--- config.mk ---
export PLATFORM = sky130hd
export DESIGN_NAME = tdc_channel_enable_ctrl_flat
export DESIGN_NICKNAME = d
export VERILOG_FILES = /design/src/rtl/tdc_channel_enable_pkg.sv /design/src/rtl/tdc_channel_enable_ctrl_if.sv /design/src/rtl/tdc_channel_enable_ctrl_popcount.sv /design/src/rtl/tdc_channel_enable_ctrl.sv /design/src/flat_wrapper.sv
export SDC_FILE = /design/constraint.sdc
export NUM_CORES = 1
export LEC_CHECK = 0
export CORE_UTILIZATION = 44
export DETAILED_ROUTE_END_ITERATION = 7
export PLACE_DENSITY = 0.75
export SLEW_MARGIN = 15
export SYNTH_ARGS = -nofsm -noshare
export SYNTH_HDL_FRONTEND = slang
export SYNTH_HIERARCHICAL = 1
export SYNTH_SLANG_ARGS = --single-unit
--- constraint.sdc ---
create_clock -name clk -period 4.25 [get_ports clk]
set_clock_uncertainty 0.1 [all_clocks]
set_input_delay 0.6375 -clock clk [delete_from_list [all_inputs] [get_ports clk]]
set_output_delay 0.6375 -clock clk [all_outputs]
set_load 0.02 [all_outputs]
--- src/rtl/tdc_channel_enable_pkg.sv ---
// tdc_channel_enable_pkg: shared state type, defaults and mask decode for the channel-enable controller
package tdc_channel_enable_pkg;
  typedef enum logic [1:0] {IDLE, REQ, PEND} ctrl_state_t;
  localparam int DEF_CHANNEL_COUNT = 16;
  localparam int DEF_REG_WIDTH = 32;
  localparam int DEF_MASTER_BIT = 31;
  localparam int DEF_TIMEOUT_CYCLES = 255;
  localparam bit DEF_SYNC_APPLY = 1'b1;
  localparam int MAX_WIDTH = 64;
  function automatic logic [MAX_WIDTH-1:0] decode_mask(input logic [MAX_WIDTH-1:0] read_data, input int channel_count, input int master_bit);
    logic [MAX_WIDTH-1:0] valid;
    valid = (MAX_WIDTH'(1) << channel_count) - MAX_WIDTH'(1);
    return (read_data[master_bit[5:0]] ? '1 : read_data) & valid;
  endfunction
endpackage

--- src/rtl/tdc_channel_enable_ctrl_if.sv ---
// tdc_channel_enable_ctrl_if: register-bank read handshake between the controller and the register bank
interface tdc_channel_enable_ctrl_if import tdc_channel_enable_pkg::*; #(
  parameter int REG_WIDTH = DEF_REG_WIDTH
);
  logic read_req;
  logic read_ack;
  logic [REG_WIDTH-1:0] read_data;
  modport master(output read_req, input read_ack, input read_data);
  modport slave(input read_req, output read_ack, output read_data);
endinterface

--- src/rtl/tdc_channel_enable_ctrl_popcount.sv ---
// tdc_popcount: registered population count of a bit vector
module tdc_popcount #(
  parameter int WIDTH = 16,
  parameter int CW = $clog2(WIDTH + 1)
) (
  input  logic clk,
  input  logic reset,
  input  logic [WIDTH-1:0] bits,
  output logic [CW-1:0] count
);
  logic [CW-1:0] sum;
  // combinational sum of set bits
  always_comb begin
    sum = '0;
    for (int i = 0; i < WIDTH; i++) sum = sum + CW'(bits[i]);
  end
  // register the count
  always_ff @(posedge clk) count <= reset ? '0 : sum;
endmodule

--- src/rtl/tdc_channel_enable_ctrl.sv ---
// tdc_channel_enable_ctrl: fetches, decodes and applies the TDC channel-enable mask
module tdc_channel_enable_ctrl import tdc_channel_enable_pkg::*; #(
  parameter int CHANNEL_COUNT = DEF_CHANNEL_COUNT,
  parameter int REG_WIDTH = DEF_REG_WIDTH,
  parameter int MASTER_BIT = DEF_MASTER_BIT,
  parameter int TIMEOUT_CYCLES = DEF_TIMEOUT_CYCLES,
  parameter bit SYNC_APPLY = DEF_SYNC_APPLY
) (
  input  logic clk,
  input  logic reset,
  input  logic channel_changed,
  tdc_channel_enable_ctrl_if.master bus,
  input  logic frame_sync,
  input  logic force_disable,
  input  logic clear_err,
  output logic [CHANNEL_COUNT-1:0] enable_channels,
  output logic [$clog2(CHANNEL_COUNT+1)-1:0] active_count,
  output logic update_done,
  output logic timeout_err
);
  localparam int TW = $clog2(TIMEOUT_CYCLES + 1);
  ctrl_state_t state, state_nxt;
  logic [TW-1:0] cnt;
  logic [CHANNEL_COUNT-1:0] applied, applied_nxt, pending, decoded, enable_nxt;
  logic reread, reread_nxt, ack, expire, apply;
  assign bus.read_req = state == REQ;
  assign decoded = CHANNEL_COUNT'(decode_mask(MAX_WIDTH'(REG_WIDTH'(bus.read_data)), CHANNEL_COUNT, MASTER_BIT));
  assign ack = state == REQ && bus.read_ack;
  assign expire = state == REQ && !bus.read_ack && cnt == TW'(TIMEOUT_CYCLES - 1);
  assign apply = SYNC_APPLY ? state == PEND && frame_sync : ack;
  assign applied_nxt = apply ? (SYNC_APPLY ? pending : decoded) : applied;
  assign enable_nxt = force_disable ? '0 : applied_nxt;
  // next state; changes after the first request cycle or while pending are folded into one re-read
  always_comb begin
    state_nxt = state == IDLE ? ((channel_changed || reread) ? REQ : IDLE)
              : state == REQ ? (ack ? (SYNC_APPLY ? PEND : IDLE) : (expire ? IDLE : REQ))
              : (frame_sync ? IDLE : PEND);
    reread_nxt = state == IDLE ? 1'b0 : reread || (channel_changed && (state == PEND || cnt != '0));
  end
  // FSM state, request-age counter and re-read flag
  always_ff @(posedge clk) begin
    if (reset) begin
      state <= IDLE;
      cnt <= '0;
      reread <= 1'b0;
    end else begin
      state <= state_nxt;
      cnt <= state == REQ ? cnt + TW'(1) : '0;
      reread <= reread_nxt;
    end
  end
  // mask datapath, completion pulse and sticky timeout error
  always_ff @(posedge clk) begin
    if (reset) begin
      pending <= '0;
      applied <= '0;
      enable_channels <= '0;
      update_done <= 1'b0;
      timeout_err <= 1'b0;
    end else begin
      pending <= ack ? decoded : pending;
      applied <= applied_nxt;
      enable_channels <= enable_nxt;
      update_done <= apply;
      timeout_err <= expire || (timeout_err && !clear_err);
    end
  end
  tdc_popcount #(.WIDTH(CHANNEL_COUNT)) u_popcount (
    .clk(clk),
    .reset(reset),
    .bits(enable_nxt),
    .count(active_count)
  );
endmodule
--- src/flat_wrapper.sv ---
// flat-port wrapper written by rule: the top's interface ports become plain ports
module tdc_channel_enable_ctrl_flat import tdc_channel_enable_pkg::*;
#(
  parameter int CHANNEL_COUNT = DEF_CHANNEL_COUNT,
  parameter int REG_WIDTH = DEF_REG_WIDTH,
  parameter int MASTER_BIT = DEF_MASTER_BIT,
  parameter int TIMEOUT_CYCLES = DEF_TIMEOUT_CYCLES,
  parameter bit SYNC_APPLY = DEF_SYNC_APPLY
)
  (clk, reset, channel_changed, frame_sync, force_disable, clear_err, enable_channels, active_count, update_done, timeout_err, bus_read_req, bus_read_ack, bus_read_data);
  tdc_channel_enable_ctrl_if #(.REG_WIDTH(REG_WIDTH)) bus_i ();
  input  logic clk;
  input  logic reset;
  input  logic channel_changed;
  input  logic frame_sync;
  input  logic force_disable;
  input  logic clear_err;
  output logic [CHANNEL_COUNT-1:0] enable_channels;
  output logic [$clog2(CHANNEL_COUNT+1)-1:0] active_count;
  output logic update_done;
  output logic timeout_err;
  output wire logic [$bits(bus_i.read_req)-1:0] bus_read_req;
  input wire logic [$bits(bus_i.read_ack)-1:0] bus_read_ack;
  input wire logic [$bits(bus_i.read_data)-1:0] bus_read_data;
  assign bus_read_req = bus_i.read_req;
  assign bus_i.read_ack = bus_read_ack;
  assign bus_i.read_data = bus_read_data;
  tdc_channel_enable_ctrl #(.CHANNEL_COUNT(CHANNEL_COUNT), .REG_WIDTH(REG_WIDTH), .MASTER_BIT(MASTER_BIT), .TIMEOUT_CYCLES(TIMEOUT_CYCLES), .SYNC_APPLY(SYNC_APPLY)) u_core (.clk(clk), .reset(reset), .channel_changed(channel_changed), .bus(bus_i), .frame_sync(frame_sync), .force_disable(force_disable), .clear_err(clear_err), .enable_channels(enable_channels), .active_count(active_count), .update_done(update_done), .timeout_err(timeout_err));
endmodule
### After elaboration in Yosys (flattened, before gate mapping)

Cells that the tools add are included.

| cells by class | value |
|---|---|
| add/subtract/negate cells | 16 |
| eq/ne operators | 3 |
| muxes and demuxes | 9 |
| bitwise gates (word level) | 1 |
| reductions and logical operators | 16 |

Operator list:

| kind | count |
|---|---|
| $add A5 B1 Y5 | 11 |
| $mux W16 | 3 |
| $add A8 B1 Y8 const B | 1 |
| $eq A8 B8 Y1 const B | 1 |
| $mux W2 | 4 |
| $reduce_bool A8 Y1 | 1 |
| $logic_and A1 B1 Y1 | 6 |
| $add A4 B1 Y5 | 1 |
| $add A3 B1 Y4 | 1 |
| $logic_or A1 B1 Y1 | 4 |
| $reduce_or A2 Y1 | 2 |
| $add A2 B1 Y3 | 1 |
| $add A1 B1 Y2 | 1 |
| $eq A2 B1 Y1 const B | 1 |
| $eq A2 B2 Y1 const B | 1 |
| $logic_not A1 Y1 | 2 |
| $logic_not A2 Y1 | 1 |
| $mux W1 | 2 |
| $not A1 Y1 | 1 |

| word-level totals | value |
|---|---|
| register bits | 66 |
| bits of input ports | 39 |
| word-level logic and storage cells | 54 |

### Logic depth before layout (Yosys ltp)

Gate-level depths: netlist (run 1).

| depth | value |
|---|---|
| depth in word-level cells | 19 |
| gate-level depth with buffers | 17 |

### Modules after synthesis

Netlist (run 1), hierarchy kept.

By module, submodules not included:

| module | times used | cells an instance | area an instance (µm²) | seq. area each (µm²) |
|---|---|---|---|---|
| tdc_channel_enable_ctrl | 1 | 241 | 2188.3 | 1221.2 |
| tdc_popcount | 1 | 51 | 509.2 | 100.1 |

### Worst setup path after synthesis (run 1)

No wires, ideal clock.

| timing path | value |
|---|---|
| path type | input -> register |
| start point | input port frame_sync |
| end point | register u_core.u_popcount.count[3] |
| data arrival time | 4364 ps |
| required time | 4078 ps |
| path slack | -285 ps |
| cell stages on the path | 15 |
| path buffers | 2 |
| cell sequence | nand3b_1 -> buf_2 -> buf_2 -> mux2i_1 -> nor2_1 -> fa_1 -> inv_1 -> fa_1 -> fa_1 -> fa_1 -> inv_1 -> ha_1 -> a21o_1 -> a21oi_2 -> mux2i_1 |

RTL lines:

| what | line | text |
|---|---|---|
| from (decl) | flat_wrapper.sv:15 | `input logic frame_sync;` |
| $logic_and A1 B1 Y1 | tdc_channel_enable_ctrl.sv:30 | `assign apply = SYNC_APPLY ? state == PEND && frame_sync : ack;` |
| $mux W16 | tdc_channel_enable_ctrl.sv:31 | `assign applied_nxt = apply ? (SYNC_APPLY ? pending : decoded) : applied;` |
| $mux W16 | tdc_channel_enable_ctrl.sv:32 | `assign enable_nxt = force_disable ? '0 : applied_nxt;` |
| named net u_core.enable_nxt[8] | tdc_channel_enable_ctrl.sv:24 | `logic [CHANNEL_COUNT-1:0] applied, applied_nxt, pending, decoded, enable_nxt;` |
| $add A5 B1 Y5 (8 in a row) | tdc_channel_enable_ctrl_popcount.sv:15 | `for (int i = 0; i < WIDTH; i++) sum = sum + CW'(bits[i]);` |
| to (signal assigned) | tdc_channel_enable_ctrl_popcount.sv:18 | `always_ff @(posedge clk) count <= reset ? '0 : sum;` |
| to (decl) | tdc_channel_enable_ctrl_popcount.sv:9 | `output logic [CW-1:0] count` |

The timed path passes the listed nets, and every way through them passes these cells.
A chain may end at the register's enable or synchronous reset.

### Final worst setup path (run 1)

| timing path | value |
|---|---|
| start point | input port frame_sync |
| end point | register u_core.u_popcount.count[2] |

The elaborated chain is that of the path after synthesis.

==> impl_metrics.json, run 1 <==
{
  "outcome": "completed",
  "yosysUniqueCellTypes": 36,
  "largest_net_degree_at_the_start_of_global_routing": 45,
  "layout-area-overhead-vs-synth_pct": 38.5,
  "global_route.overflow_total": 0,
  "number_of_antenna_violations_at_the_first_check_in_global_routing": 0,
  "p_per_area_nw_per_um2": 350,
  "ff_latch_area_um2": 1330,
  "power_mw": 1.31,
  "synth-seq-area-share": 0.490,
  "antennaDiodeCount": 0,
  "grt_most_used_layer": "met2",
  "drt_pass1_iterations": 4,
  "worstPathArrival_ns": 4.28,
  "clock-root-buffer": "clkbuf_8",
  "postSynth.asyncResetShare": 0,
  "fin_crit_ns": 4.17,
  "critPathCaptureType": "flop",
  "worstPathRequired_ns": 4.36,
  "drive_above_1_share": 0.175,
  "num_rows": 28,
  "cellLeakagePower_nw": 1.52,
  "weighted_congestion_reported_at_the_end_of_routability_driven_placement": 0.790,
  "setup_viol": 0,
  "tns_ns": 0,
  "finalNetCount": 417,
  "clk-insertion-delay-late_ns": 0.34,
  "worst-path-max-fanout": 5,
  "start_util": 0.456,
  "setup.worst_path.start": "frame_sync",
  "worst_hold_slack_ns": 0.401,
  "unrepaired_setup_endpoints_after_global_routing": "yes",
  "total_area_of_multi_input_combinational_cells_um2": 1310,
  "floorplan.die.height_um": 80.3,
  "ys.warnings.count": 6,
  "grt_pass1_vias": 2056,
  "synthFlopType": "dfxtp_1",
  "cp_cell_sequence": "buf_6 -> nand3b_1 -> buf_12 -> buf_12 -> mux2i_4 -> nor2_2 -> fa_1 -> inv_2 -> fa_1 -> fa_1 -> fa_1 -> inv_2 -> ha_4 -> inv_2 -> fa_2 -> xor2_1 -> nor2_1",
  "hold_class": "flop to flop",
  "initialDrtViolationCount": 118,
  "cts_sinks": 66,
  "critical_path.max_stage_delay_ns": 0.56,
  "cpMaxStageDelayCell": "fa_1",
  "start_kind": "input port",
  "fillers": 469,
  "dieArea_um2": 6450,
  "drt-wirelength-per-cell_um": 12.8,
  "synth-edff-count": 0,
  "worst_path_class_setup": "input port to flop",
  "synthesis.area_per_instance_um2": 9.24,
  "hold_path.startpoint": "u_core/timeout_err$_SDFF_PP0_",
  "clk_transition_reported_paths_ns": 0.07,
  "post-dp-hpwl_mm": 3.71,
  "worst_slew_margin_rel": 0.302,
  "grt_pass1_wl_mm": 9.14,
  "route.vias.total": 2148,
  "post_syn_nets": 349,
  "irDropWorstVdd_uv": 221,
  "top_level_pins": 63,
  "max-clock-path-buffers": 2,
  "cts_hold_buf": 0,
  "globalRouteTotalUtil": 0.191,
  "final-hold-violation-count": 0,
  "fmax_ghz": 0.240,
  "remaining_number_of_nets_flagged_by_the_antenna_check_after_routing": 0,
  "critical_path.reg2reg.startpoint": "u_core/state[0]$_SDFF_PP0_",
  "timing.final.crit_share": 0.981,
  "max_cap_violations": 0,
  "postSynthCellCount": 292,
  "core_area_um2": 5920,
  "timing_max_transition_violations_final": 0,
  "drcViolationCount": 0,
  "met1_usage": 0.233,
  "tritoncts.num_buffers": 9,
  "place.port_buffers": 47,
  "netlist_area_um2": 2700,
  "route.final.wire_length_mm": 5.63,
  "number_of_storage_elements_in_the_synthesis_netlist": 66,
  "worst_tran_pin_value_ns": 1.05,
  "chipWidth_um": 80.3,
  "grt_use_met3": 0.0614,
  "crit_path_most_repeated_cell": "fa_1",
  "avgViaCountPerCell": 4.88,
  "post-route-util": 0.631,
  "met2_usage": 0.306,
  "h-tree-depth": 3,
  "cts_tree": "done"
}
cell type report:
type	count	share of cell area
clock buffer	9	0.0332
clock inverter	7	0.0251
inverter	23	0.0231
multi-input combinational	186	0.349
sequential	66	0.355
tap	75	0.0251
timing repair buffer	74	0.189
registers in the layout (all words and copies together), names as in the netlist:
| signal | flops |
|---|---|
| u_core/u_popcount/count | 5 |
| u_core/applied | 16 |
| u_core/update_done | 1 |
| u_core/pending | 16 |
| u_core/timeout_err | 1 |
| u_core/cnt | 8 |
| u_core/state | 2 |
| u_core/reread | 1 |
| u_core/enable_channels | 16 |
per-layer routing:
| metal | part of all wire | routed length (um) | vias to the layer above |
|---|---|---|---|
| met4 | 0.025 | 139 | 0 |
| met1 | 0.46 | 2570 | 1005 |
| met2 | 0.48 | 2700 | 49 |
| met5 | 0 | 0 | - |
| li1 | - | - | 1081 |
| met3 | 0.040 | 224 | 13 |
per-stage QoR:
step	instances	setup WS, ns	cell area, um2
after CTS	439	0.0133	3660
after floorplan	292	-0.0431	2720
after global placement	418	-0.498	3370
after global routing	440	-0.0296	3740
final	440	0.0793	3740
after detailed placement	418	-0.567	3370
final timing paths:
kind | to | slack [ns] | cells past startpoint
worst max-delay path | u_core/u_popcount/count[2]$_SDFF_PP0_ | 0.08 | 17
worst min-delay path | u_core/timeout_err$_SDFF_PP0_ | 0.40 | 1
worst max register to register | u_core/u_popcount/count[2]$_SDFF_PP0_ | 0.11 | 16
worst min register to register | u_core/timeout_err$_SDFF_PP0_ | 0.40 | 1
timing repair:
item | in CTS | in global routing
resized for setup | 14 | 15
setup endpoints to repair | 4 | 4
endpoints found under the hold margin | 0 | 0
pin swaps | 7 | 7
setup buffers | 5 | 1
cell families (layout without fill, tap and decap cells):
family,count (synthesis),in the layout,share of synthesized area
simple gates,117,117,0.186
mux,17,17,0.0631
buf+inv,40,113,0.0580
xor+xnor,4,4,0.0130
fa+ha+maj,18,18,0.111
compound gates,30,30,0.0784
flops,66,66,0.490
worst max-delay path: cells and delay by family:
family | cells | cell delay, ns
adders and majority gates | 6 | 2.49
buffers and inverters | 6 | 0.51
and+or+nand+nor | 3 | 0.25
muxes | 1 | 0.24
xor gates and xnor gates | 1 | 0.13
Yosys cell counts, drive strengths merged, types with 5 or more instances:
library cell,count,area share
nor2,92,0.13
a211oi,16,0.045
clkbuf,12,0.017
ha,8,0.037
a21oi,5,0.011
inv,23,0.032
buf,5,0.0093
fa,10,0.074
mux2i,17,0.063
dfxtp,66,0.49
where the power goes:
group | switching, mW | internal (mW)
sequential | 0.0111 | 0.633
clock | 0.237 | 0.328
combinational | 0.0484 | 0.0514
cells in the final DEF, fill, tap and decap left out, types with 2 or more instances in the layout:
cell,synthesis,layout
nor2_1,92,90
dfxtp_1,66,64
clkdlybuf4s50_1,0,46
buf_4,0,23
inv_1,23,20
a211oi_1,16,16
clkbuf_8,0,9
mux2i_1,17,9
fa_1,10,9
ha_1,8,7
mux2i_2,0,4
mux2i_4,0,4
a21oi_1,4,4
buf_6,0,3
nand2_1,3,3
nand3_1,3,3
or3_1,3,3
xor2_1,3,3
inv_2,0,3
clkinv_2,0,2
clkinvlp_4,0,2
bufinv_16,0,2
nor2_2,0,2
o21ai_0,2,2
or2_2,2,2
nand4_1,2,2
nand2b_1,2,2
o21bai_1,2,2
buf_12,0,2
Power figures use the tool's default switching activity.
==> run 2: changes to the inputs <==
Settings changed: RECOVER_POWER from default to 100.
==> run 2 against run 1 <==
Against the previous run: final area down 0.10%; via count fell by 0.51%; routed wire length up 0.21%; global-route usage unchanged; utilization is 0.063 points lower; non-clock buffer count did not move; final cell count stayed put; total power about the same; count of clock-buffer cells in the layout unchanged.
==> impl_metrics.json, run 2 (synthesis results as in run 1) <==
{
  "timing.final.crit_share": 0.984,
  "p_seq_frac": 0.492,
  "critical_path.reg2reg.startpoint": "u_core/state[0]$_SDFF_PP0_",
  "clk_transition_reported_paths_ns": 0.07,
  "drcViolationCount": 0,
  "swShare": 0.227,
  "initialDrtViolationCount": 102,
  "route.final.wire_length_mm": 5.64,
  "timing.hold.worst_path_depth": 1,
  "finalNetCount": 417,
  "clock-root-buffer": "clkbuf_8",
  "crit_path_most_repeated_cell": "fa_1",
  "final-hold-violation-count": 0,
  "max_cap_violations": 0,
  "global_route.overflow_total": 0,
  "critical_path.max_stage_delay_ns": 0.57,
  "p_int_mw": 1.01,
  "critPathCaptureType": "flop",
  "timing_max_transition_violations_final": 0,
  "antennaDiodeCount": 0,
  "drive_above_1_share": 0.170,
  "start_kind": "input port",
  "h-tree-depth": 3,
  "cp_cell_sequence": "buf_6 -> nand3b_1 -> buf_12 -> buf_12 -> mux2i_4 -> nor2_2 -> fa_1 -> inv_2 -> fa_1 -> fa_1 -> fa_1 -> inv_2 -> ha_4 -> inv_2 -> fa_2 -> xor2_1 -> nor2_1",
  "drt-wirelength-per-cell_um": 12.8,
  "globalRouteTotalUtil": 0.191,
  "power_mw": 1.31,
  "setup.reg_to_reg.worst_slack_ns": 0.10,
  "outcome": "completed",
  "core_area_um2": 5920,
  "route.vias.total": 2137,
  "timing.critical_path.buf_inv": 6,
  "cts_tree": "done",
  "hold_path.startpoint": "u_core/timeout_err$_SDFF_PP0_",
  "hold_class": "flop to flop",
  "r2r-end": "u_core/u_popcount/count[2]$_SDFF_PP0_",
  "grt_pass1_wl_mm": 9.14,
  "chipWidth_um": 80.3,
  "fin_crit_ns": 4.18,
  "worstPathRequired_ns": 4.36,
  "number_of_antenna_violations_at_the_first_check_in_global_routing": 0,
  "tns_ns": 0,
  "irDropWorstVdd_uv": 221,
  "avgViaCountPerCell": 4.86,
  "cts_sinks": 66,
  "dieArea_um2": 6450,
  "num_rows": 28,
  "floorplan.die.height_um": 80.3,
  "worst-path-max-fanout": 5,
  "remaining_number_of_nets_flagged_by_the_antenna_check_after_routing": 0,
  "mostFrequentLayoutCells": "nor2_1 (90), dfxtp_1 (64), dlygate4sd3_1 (26)",
  "cellLeakagePower_nw": 1.60,
  "clock_network_fraction_of_design_power": 0.433,
  "p_per_area_nw_per_um2": 350,
  "tritoncts.num_buffers": 9,
  "r2r_cells": 16,
  "worst_path_class_setup": "input port to flop",
  "post-dp-hpwl_mm": 3.71,
  "cts_hold_buf": 0,
  "worstPathArrival_ns": 4.29,
  "placedInstanceArea_um2": 3370,
  "cpMaxStageDelayCell": "fa_1",
  "setup_viol": 0,
  "worst_path_dominant_cell_family": "adder cells",
  "worst_tran_pin_value_ns": 1.04,
  "p_sw_uw": 297,
  "clk-insertion-delay-late_ns": 0.34,
  "worst_slew_margin_rel": 0.304,
  "drt_pass1_iterations": 4,
  "finish.instance_area_um2": 3730,
  "reg.largest.list": "u_core/applied x16, u_core/enable_channels x16, u_core/pending x16",
  "holdPathEnd": "u_core/timeout_err$_SDFF_PP0_",
  "top_level_pins": 63,
  "weighted_congestion_reported_at_the_end_of_routability_driven_placement": 0.790,
  "fmax_ghz": 0.239,
  "largest_net_degree_at_the_start_of_global_routing": 45,
  "combinationalPowerShare": 0.075,
  "max-clock-path-buffers": 2,
  "grt_pass1_vias": 2056,
  "pre_cts_ws_ns": -0.567,
  "layout.cells.most_common": "nor2_1",
  "start_util": 0.456,
  "layout-area-overhead-vs-synth_pct": 38.4,
  "place.port_buffers": 47,
  "unrepaired_setup_endpoints_after_global_routing": "yes",
  "worst_slack_ns": 0.0673
}
==> run 2: through the flow <==
stage,hold slack (ns),cells,utilization
final,0.394,440,0.630
after global routing,0.428,440,0.630
after CTS,0.406,439,0.617
after detailed placement,0.387,418,0.569
after global placement,0.358,418,0.569
after floorplan,0.352,292,-
==> run 2: power by group through the flow <==
stage,clock network [mW],registers (mW),logic (mW)
floorplan,0,0.655,0.0522
global placement,0,0.656,0.0900
detailed placement,0,0.657,0.0920
CTS,0.580,0.643,0.0953
global route,0.602,0.645,0.109
finish,0.566,0.644,0.0984
==> run 2: what timing repair did <==
item,CTS,global route
resized for setup,14,15
setup endpoints to repair,4,4
pin swaps,7,7
buffers inserted,5,1
==> run 2: cell type report <==
class | count | area (um2)
clock buffer | 9 | 124
clock inverter | 7 | 93.8
fill | 469 | 2190
inverter | 23 | 86.3
multi-input combinational | 186 | 1310
sequential | 66 | 1330
tap | 75 | 93.8
timing repair buffer | 74 | 703
==> run 2: routing by layer <==
metal	GRT usage	up-vias	part of all wire
li1	-	1084	-
met1	0.233	988	0.44
met2	0.306	52	0.49
met3	0.0614	13	0.042
met4	0.0893	0	0.026
met5	0	-	0
==> run 2: how the worst max path moves through the flow <==
stage | to | cells after the start | startpoint | slack, ns
after floorplan | u_core/u_popcount/count[3]$_SDFF_PP0_ | 15 | frame_sync | -0.04
after global placement | u_core/u_popcount/count[1]$_SDFF_PP0_ | 15 | frame_sync | -0.50
after detailed placement | u_core/u_popcount/count[1]$_SDFF_PP0_ | 15 | frame_sync | -0.57
after CTS | u_core/u_popcount/count[2]$_SDFF_PP0_ | 16 | u_core/state[1]$_SDFF_PP0_ | 0.01
after global routing | u_core/u_popcount/count[3]$_SDFF_PP0_ | 16 | frame_sync | -0.03
final | u_core/u_popcount/count[2]$_SDFF_PP0_ | 17 | frame_sync | 0.07
==> run 3: changes to the inputs <==
Settings changed: CORE_UTILIZATION 44 to 46, CTS_BUF_LIST from default to sky130_fd_sc_hd__clkbuf_8, PLACE_DENSITY 0.75 to 0.77.
==> run 3 against run 2 <==
Against the previous run: combinational power up 0.6%; non-clock buffer count stayed put; critical path depth shrank 1; the run now ends with negative setup slack left; first-iteration DRC count up 2.0%; via count increased by 2.0%; utilization increased by 3.6 points; final cell count shrank 0.91%; clock power increased by 2%; worst setup slack worse by 0.096 ns.
==> impl_metrics.json, run 3 (synthesis results as in run 1) <==
{
  "cp_cell_sequence": "buf_6 -> nand3b_1 -> buf_6 -> mux2i_4 -> nor2_2 -> fa_1 -> inv_2 -> fa_1 -> fa_2 -> fa_1 -> inv_1 -> ha_2 -> inv_2 -> fa_2 -> xor2_1 -> nor2_1",
  "violations": "negative setup slack",
  "setup.worst_path.start": "frame_sync",
  "worstPathArrival_ns": 4.39,
  "hold_class": "flop to flop",
  "fmax_ghz": 0.234,
  "tritoncts.num_buffers": 9,
  "finish.instance_area_um2": 3720,
  "timing_max_transition_violations_final": 0,
  "start_util": 0.484,
  "placedInstanceArea_um2": 3370,
  "worst_tran_pin_value_ns": 1.01,
  "drive_above_1_share": 0.165,
  "power_mw": 1.32,
  "initialDrtViolationCount": 104,
  "drt_pass1_iterations": 4,
  "post-route-util": 0.667,
  "max-clock-path-buffers": 2,
  "drcViolationCount": 0,
  "avgViaCountPerCell": 5.00,
  "clk-insertion-delay-late_ns": 0.35,
  "setup.reg_to_reg.worst_slack_ns": 0.02,
  "cts_sinks": 66,
  "worstPathRequired_ns": 4.37,
  "core_area_um2": 5570,
  "number_of_antenna_violations_at_the_first_check_in_global_routing": 0,
  "setup_viol": 2,
  "timing.final.crit_share": 1.01,
  "cts_tree": "done",
  "final-hold-violation-count": 0,
  "crit_path_to": "u_core/u_popcount/count[2]$_SDFF_PP0_",
  "remaining_number_of_nets_flagged_by_the_antenna_check_after_routing": 0,
  "worst_path_class_setup": "input port to flop",
  "finalNetCount": 417,
  "clock-root-buffer": "clkbuf_8",
  "weighted_congestion_reported_at_the_end_of_routability_driven_placement": 0.767,
  "top_level_pins": 63,
  "worst_path_dominant_cell_family": "adder cells",
  "crit_path_most_repeated_cell": "fa_1",
  "chipWidth_um": 78.6,
  "critical_path.max_stage_delay_ns": 0.59,
  "route.vias.total": 2179,
  "global_route.overflow_total": 0,
  "cts_hold_buf": 0,
  "cpMaxStageDelayCell": "fa_2",
  "grt_pass1_wl_mm": 9.38,
  "r2r-end": "u_core/u_popcount/count[2]$_SDFF_PP0_",
  "start_kind": "input port",
  "critical_path.reg2reg.startpoint": "u_core/state[0]$_SDFF_PP0_",
  "worst_slack_ns": -0.0289,
  "clk_transition_reported_paths_ns": 0.06,
  "critPathCaptureType": "flop",
  "route.final.wire_length_mm": 5.86,
  "reg.largest.list": "u_core/applied x16, u_core/enable_channels x16, u_core/pending x16",
  "drt-wirelength-per-cell_um": 13.4,
  "post-dp-hpwl_mm": 3.79,
  "place.port_buffers": 47,
  "mostFrequentLayoutCells": "nor2_1 (89), dfxtp_1 (65), clkdlybuf4s50_1 (46)",
  "h-tree-depth": 3,
  "layout.cells.most_common": "nor2_1",
  "floorplan.die.height_um": 78.6,
  "outcome": "finished with violations",
  "num_rows": 27,
  "fin_crit_ns": 4.28,
  "irDropWorstVdd_uv": 216,
  "dieArea_um2": 6170,
  "antennaDiodeCount": 0,
  "largest_net_degree_at_the_start_of_global_routing": 44,
  "p_per_area_nw_per_um2": 355,
  "pre_cts_ws_ns": -0.587,
  "hold_path.startpoint": "u_core/timeout_err$_SDFF_PP0_",
  "r2r_cells": 15,
  "cellLeakagePower_nw": 1.54,
  "timing.critical_path.buf_inv": 5,
  "grt_pass1_vias": 1967,
  "globalRouteTotalUtil": 0.206,
  "layout-area-overhead-vs-synth_pct": 37.8,
  "worst_slew_margin_rel": 0.327,
  "max_cap_violations": 0,
  "worst-path-max-fanout": 6,
  "unrepaired_setup_endpoints_after_global_routing": "yes",
  "cp_num_cells": 16
}
==> run 3: how the worst min path moves through the flow <==
stage / end / slack (ns) / cells after the start
2_1_floorplan: u_core/cnt[0]$_SDFF_PP0_ / 0.35 / 1
3_3_place_gp: u_core/cnt[0]$_SDFF_PP0_ / 0.38 / 1
3_5_place_dp: u_core/timeout_err$_SDFF_PP0_ / 0.37 / 1
4_1_cts: u_core/timeout_err$_SDFF_PP0_ / 0.39 / 1
5_1_grt: u_core/timeout_err$_SDFF_PP0_ / 0.42 / 1
6_report: u_core/timeout_err$_SDFF_PP0_ / 0.39 / 1
==> run 3: power breakdown <==
part	switching, mW	internal (mW)	total [mW]	leakage, nW
clock	0.220	0.355	0.575	0.118
combinational	0.0480	0.0510	0.0990	0.888
sequential	0.0117	0.633	0.645	0.534
==> run 3: final cells by class <==
cell class | count | area [um2]
Clock inverter | 4 | 67.6
Inverter | 23 | 86.3
Timing Repair Buffer | 74 | 702
Sequential cell | 66 | 1320
Fill cell | 433 | 1860
Tap cell | 72 | 90.1
Clock buffer | 11 | 151
Multi-Input combinational cell | 186 | 1300
==> run 3: what timing repair did <==
item,CTS,global route
cloned,1,0
resized for setup,13,13
pin swaps,10,9
buffers inserted,5,0
setup endpoints to repair,4,4
==> run 3: layer usage <==
layer  vias to the layer above  global-route usage  wire, um
met5                         -                   0         0
met4                         0               0.135       165
met3                        17              0.0616       388
met2                        94               0.306      2640
met1                       988               0.258      2660
li1                       1080                   -         -
==> run 3: through the flow <==
| stage | TNS (ns) | hold WS [ns] | instances |
|---|---|---|---|
| floorplan | -0.0884 | 0.352 | 292 |
| global placement | -1.99 | 0.379 | 416 |
| detailed placement | -2.48 | 0.367 | 416 |
| CTS | 0 | 0.394 | 437 |
| global route | -0.281 | 0.423 | 436 |
| finish | -0.0443 | 0.394 | 436 |
==> RTL edit: new RTL, flow settings as in run 1 <==
`pending` no longer has a reset.
--- a/src/rtl/tdc_channel_enable_ctrl.sv
+++ b/src/rtl/tdc_channel_enable_ctrl.sv
@@ -52,18 +52,20 @@
   // mask datapath, completion pulse and sticky timeout error
   always_ff @(posedge clk) begin
     if (reset) begin
-      pending <= '0;
       applied <= '0;
       enable_channels <= '0;
       update_done <= 1'b0;
       timeout_err <= 1'b0;
     end else begin
-      pending <= ack ? decoded : pending;
       applied <= applied_nxt;
       enable_channels <= enable_nxt;
       update_done <= apply;
       timeout_err <= expire || (timeout_err && !clear_err);
     end
+  end
+
+  always_ff @(posedge clk) begin
+    pending <= ack ? decoded : pending;
   end
   tdc_popcount #(.WIDTH(CHANNEL_COUNT)) u_popcount (
     .clk(clk),
Function: no difference found for any inputs over 10 cycles, from zero or initial values and one cycle with reset high; that may be too few to reach the edited logic, so the function may still have changed.
==> RTL edit against run 1 <==
- die area shrank 0.27%
- area after synthesis decreased by 0.28%
- total power grew 7.4%
- synthesized cell count down 13%
- non-clock buffer count is 9 higher
- worst setup slack worse by 0.045 ns
- clock power up 10%
- wire length is 4.6% lower
- cell area up 2.8%
- critical path depth fell by 2
- via count decreased by 8.4%
- fmax fell by 1.1%
- sequential cell count is the same
==> RTL edit: results (changes against run 1) <==
[finish]
nNonClkInverters=22  ; was 23
seq_area_sq_um=1490  ; was 1330 sq um
multi_input_area_share_pct=31.0  ; was 34.9%
drive_above_1_share_pct=25.7  ; was 17.5%
multi_input_gates=155  ; was 186
clkCellAreaFrac_pct=6.29  ; was 5.83%
instances_no_fill=417  ; was 440
bufAreaShareNonClock_pct=19.5  ; was 18.9%
fillCellCount=454  ; was 469
buffers=83  ; was 74

[yosys]
synth.distinct_cells=35  ; was 36
synth_compound_area_share_pct=3.40  ; was 7.84%
synth_fa_ha_area_share_pct=11.2  ; was 11.1%
syn_avg_cell_area_sq_um=10.6  ; was 9.24 sq um
synth_enable_flop_cells=16  ; was 0
synthXorXnorAreaFrac_pct=1.30  ; about the same
synth.yosys.seq_area_share_pct=55.1  ; was 49.0%

[worst_setup_path]
path_max_fanout=8  ; was 5
crit_start=force_disable  ; was frame_sync
r2r_cells=15  ; was 16
crit_arrival_ns=4.33  ; was 4.28 ns

[routing]
drt-total-wl_um=5370  ; was 5630 um
num_vias=1968  ; was 2148
drtIter0Drc=76  ; was 118
first_pass_iters=6  ; was 4

[sta]
tightestPinTransition_ns=0.709  ; was 1.05 ns

[power_and_ir_drop]
ir_drop_mv=0.245  ; was 0.221 mV
p_leak_nw=1.56  ; was 1.52 nW

[global_routing]
grtUsageMet2_pct=31.2  ; was 30.6%
grt_pass1_vias=1861  ; was 2056
grt_max_degree=29  ; was 45
grt_use_met1_pct=21.3  ; was 23.3%

[status]
outcome=complete, no violations  ; unchanged

[floorplan]
dieArea_sq_um=6430  ; was 6450 sq um

[placement]
place_congestion=0.757  ; was 0.790

RTL edit: worst min path at each step:
stage | cells after the start | end | slack, ns
5_1_grt | 2 | u_core/cnt[7]$_SDFF_PP0_ | 0.44
4_1_cts | 1 | u_core/timeout_err$_SDFF_PP0_ | 0.39
3_3_place_gp | 1 | u_core/timeout_err$_SDFF_PP0_ | 0.36
3_5_place_dp | 1 | u_core/timeout_err$_SDFF_PP0_ | 0.36
6_report | 1 | u_core/timeout_err$_SDFF_PP0_ | 0.38
2_1_floorplan | 1 | u_core/cnt[0]$_SDFF_PP0_ | 0.35
RTL edit: repair_timing:
item                       CTS  global route
buffers inserted             7             7
resized for setup           15            15
setup endpoints to repair    4             4
pin swaps                   10            11
cloned                       1             0
RTL edit: power by group:
part	internal, mW	switching (mW)	total (mW)
Combinational	0.0652	0.0510	0.116
Sequential	0.658	0.00846	0.666
Clock	0.388	0.235	0.623
RTL edit: metal layers:
metal	wire length [um]	part of all wire [%]
met5	0	0
met4	47	0.87
met3	163	3.0
met2	2890	54
met1	2270	42
RTL edit: cells by family (layout without fill, tap and decap cells):
| logic type | after synthesis | in the layout |
|---|---|---|
| simple gates | 102 | 102 |
| flops | 66 | 66 |
| buf+inv | 32 | 121 |
| fa+ha+maj | 18 | 18 |
| mux | 17 | 17 |
| compound gates | 14 | 14 |
| xor+xnor | 4 | 4 |
RTL edit: metrics by stage:
step | setup slack (ns) | TNS [ns] | instance area, sq um
floorplan | -0.0429 | -0.107 | 2710
global placement | -0.493 | -2.04 | 3400
detailed placement | -0.564 | -2.35 | 3400
CTS | 0.00435 | 0 | 3780
global route | -0.0653 | -0.169 | 3840
finish | 0.0341 | 0 | 3840
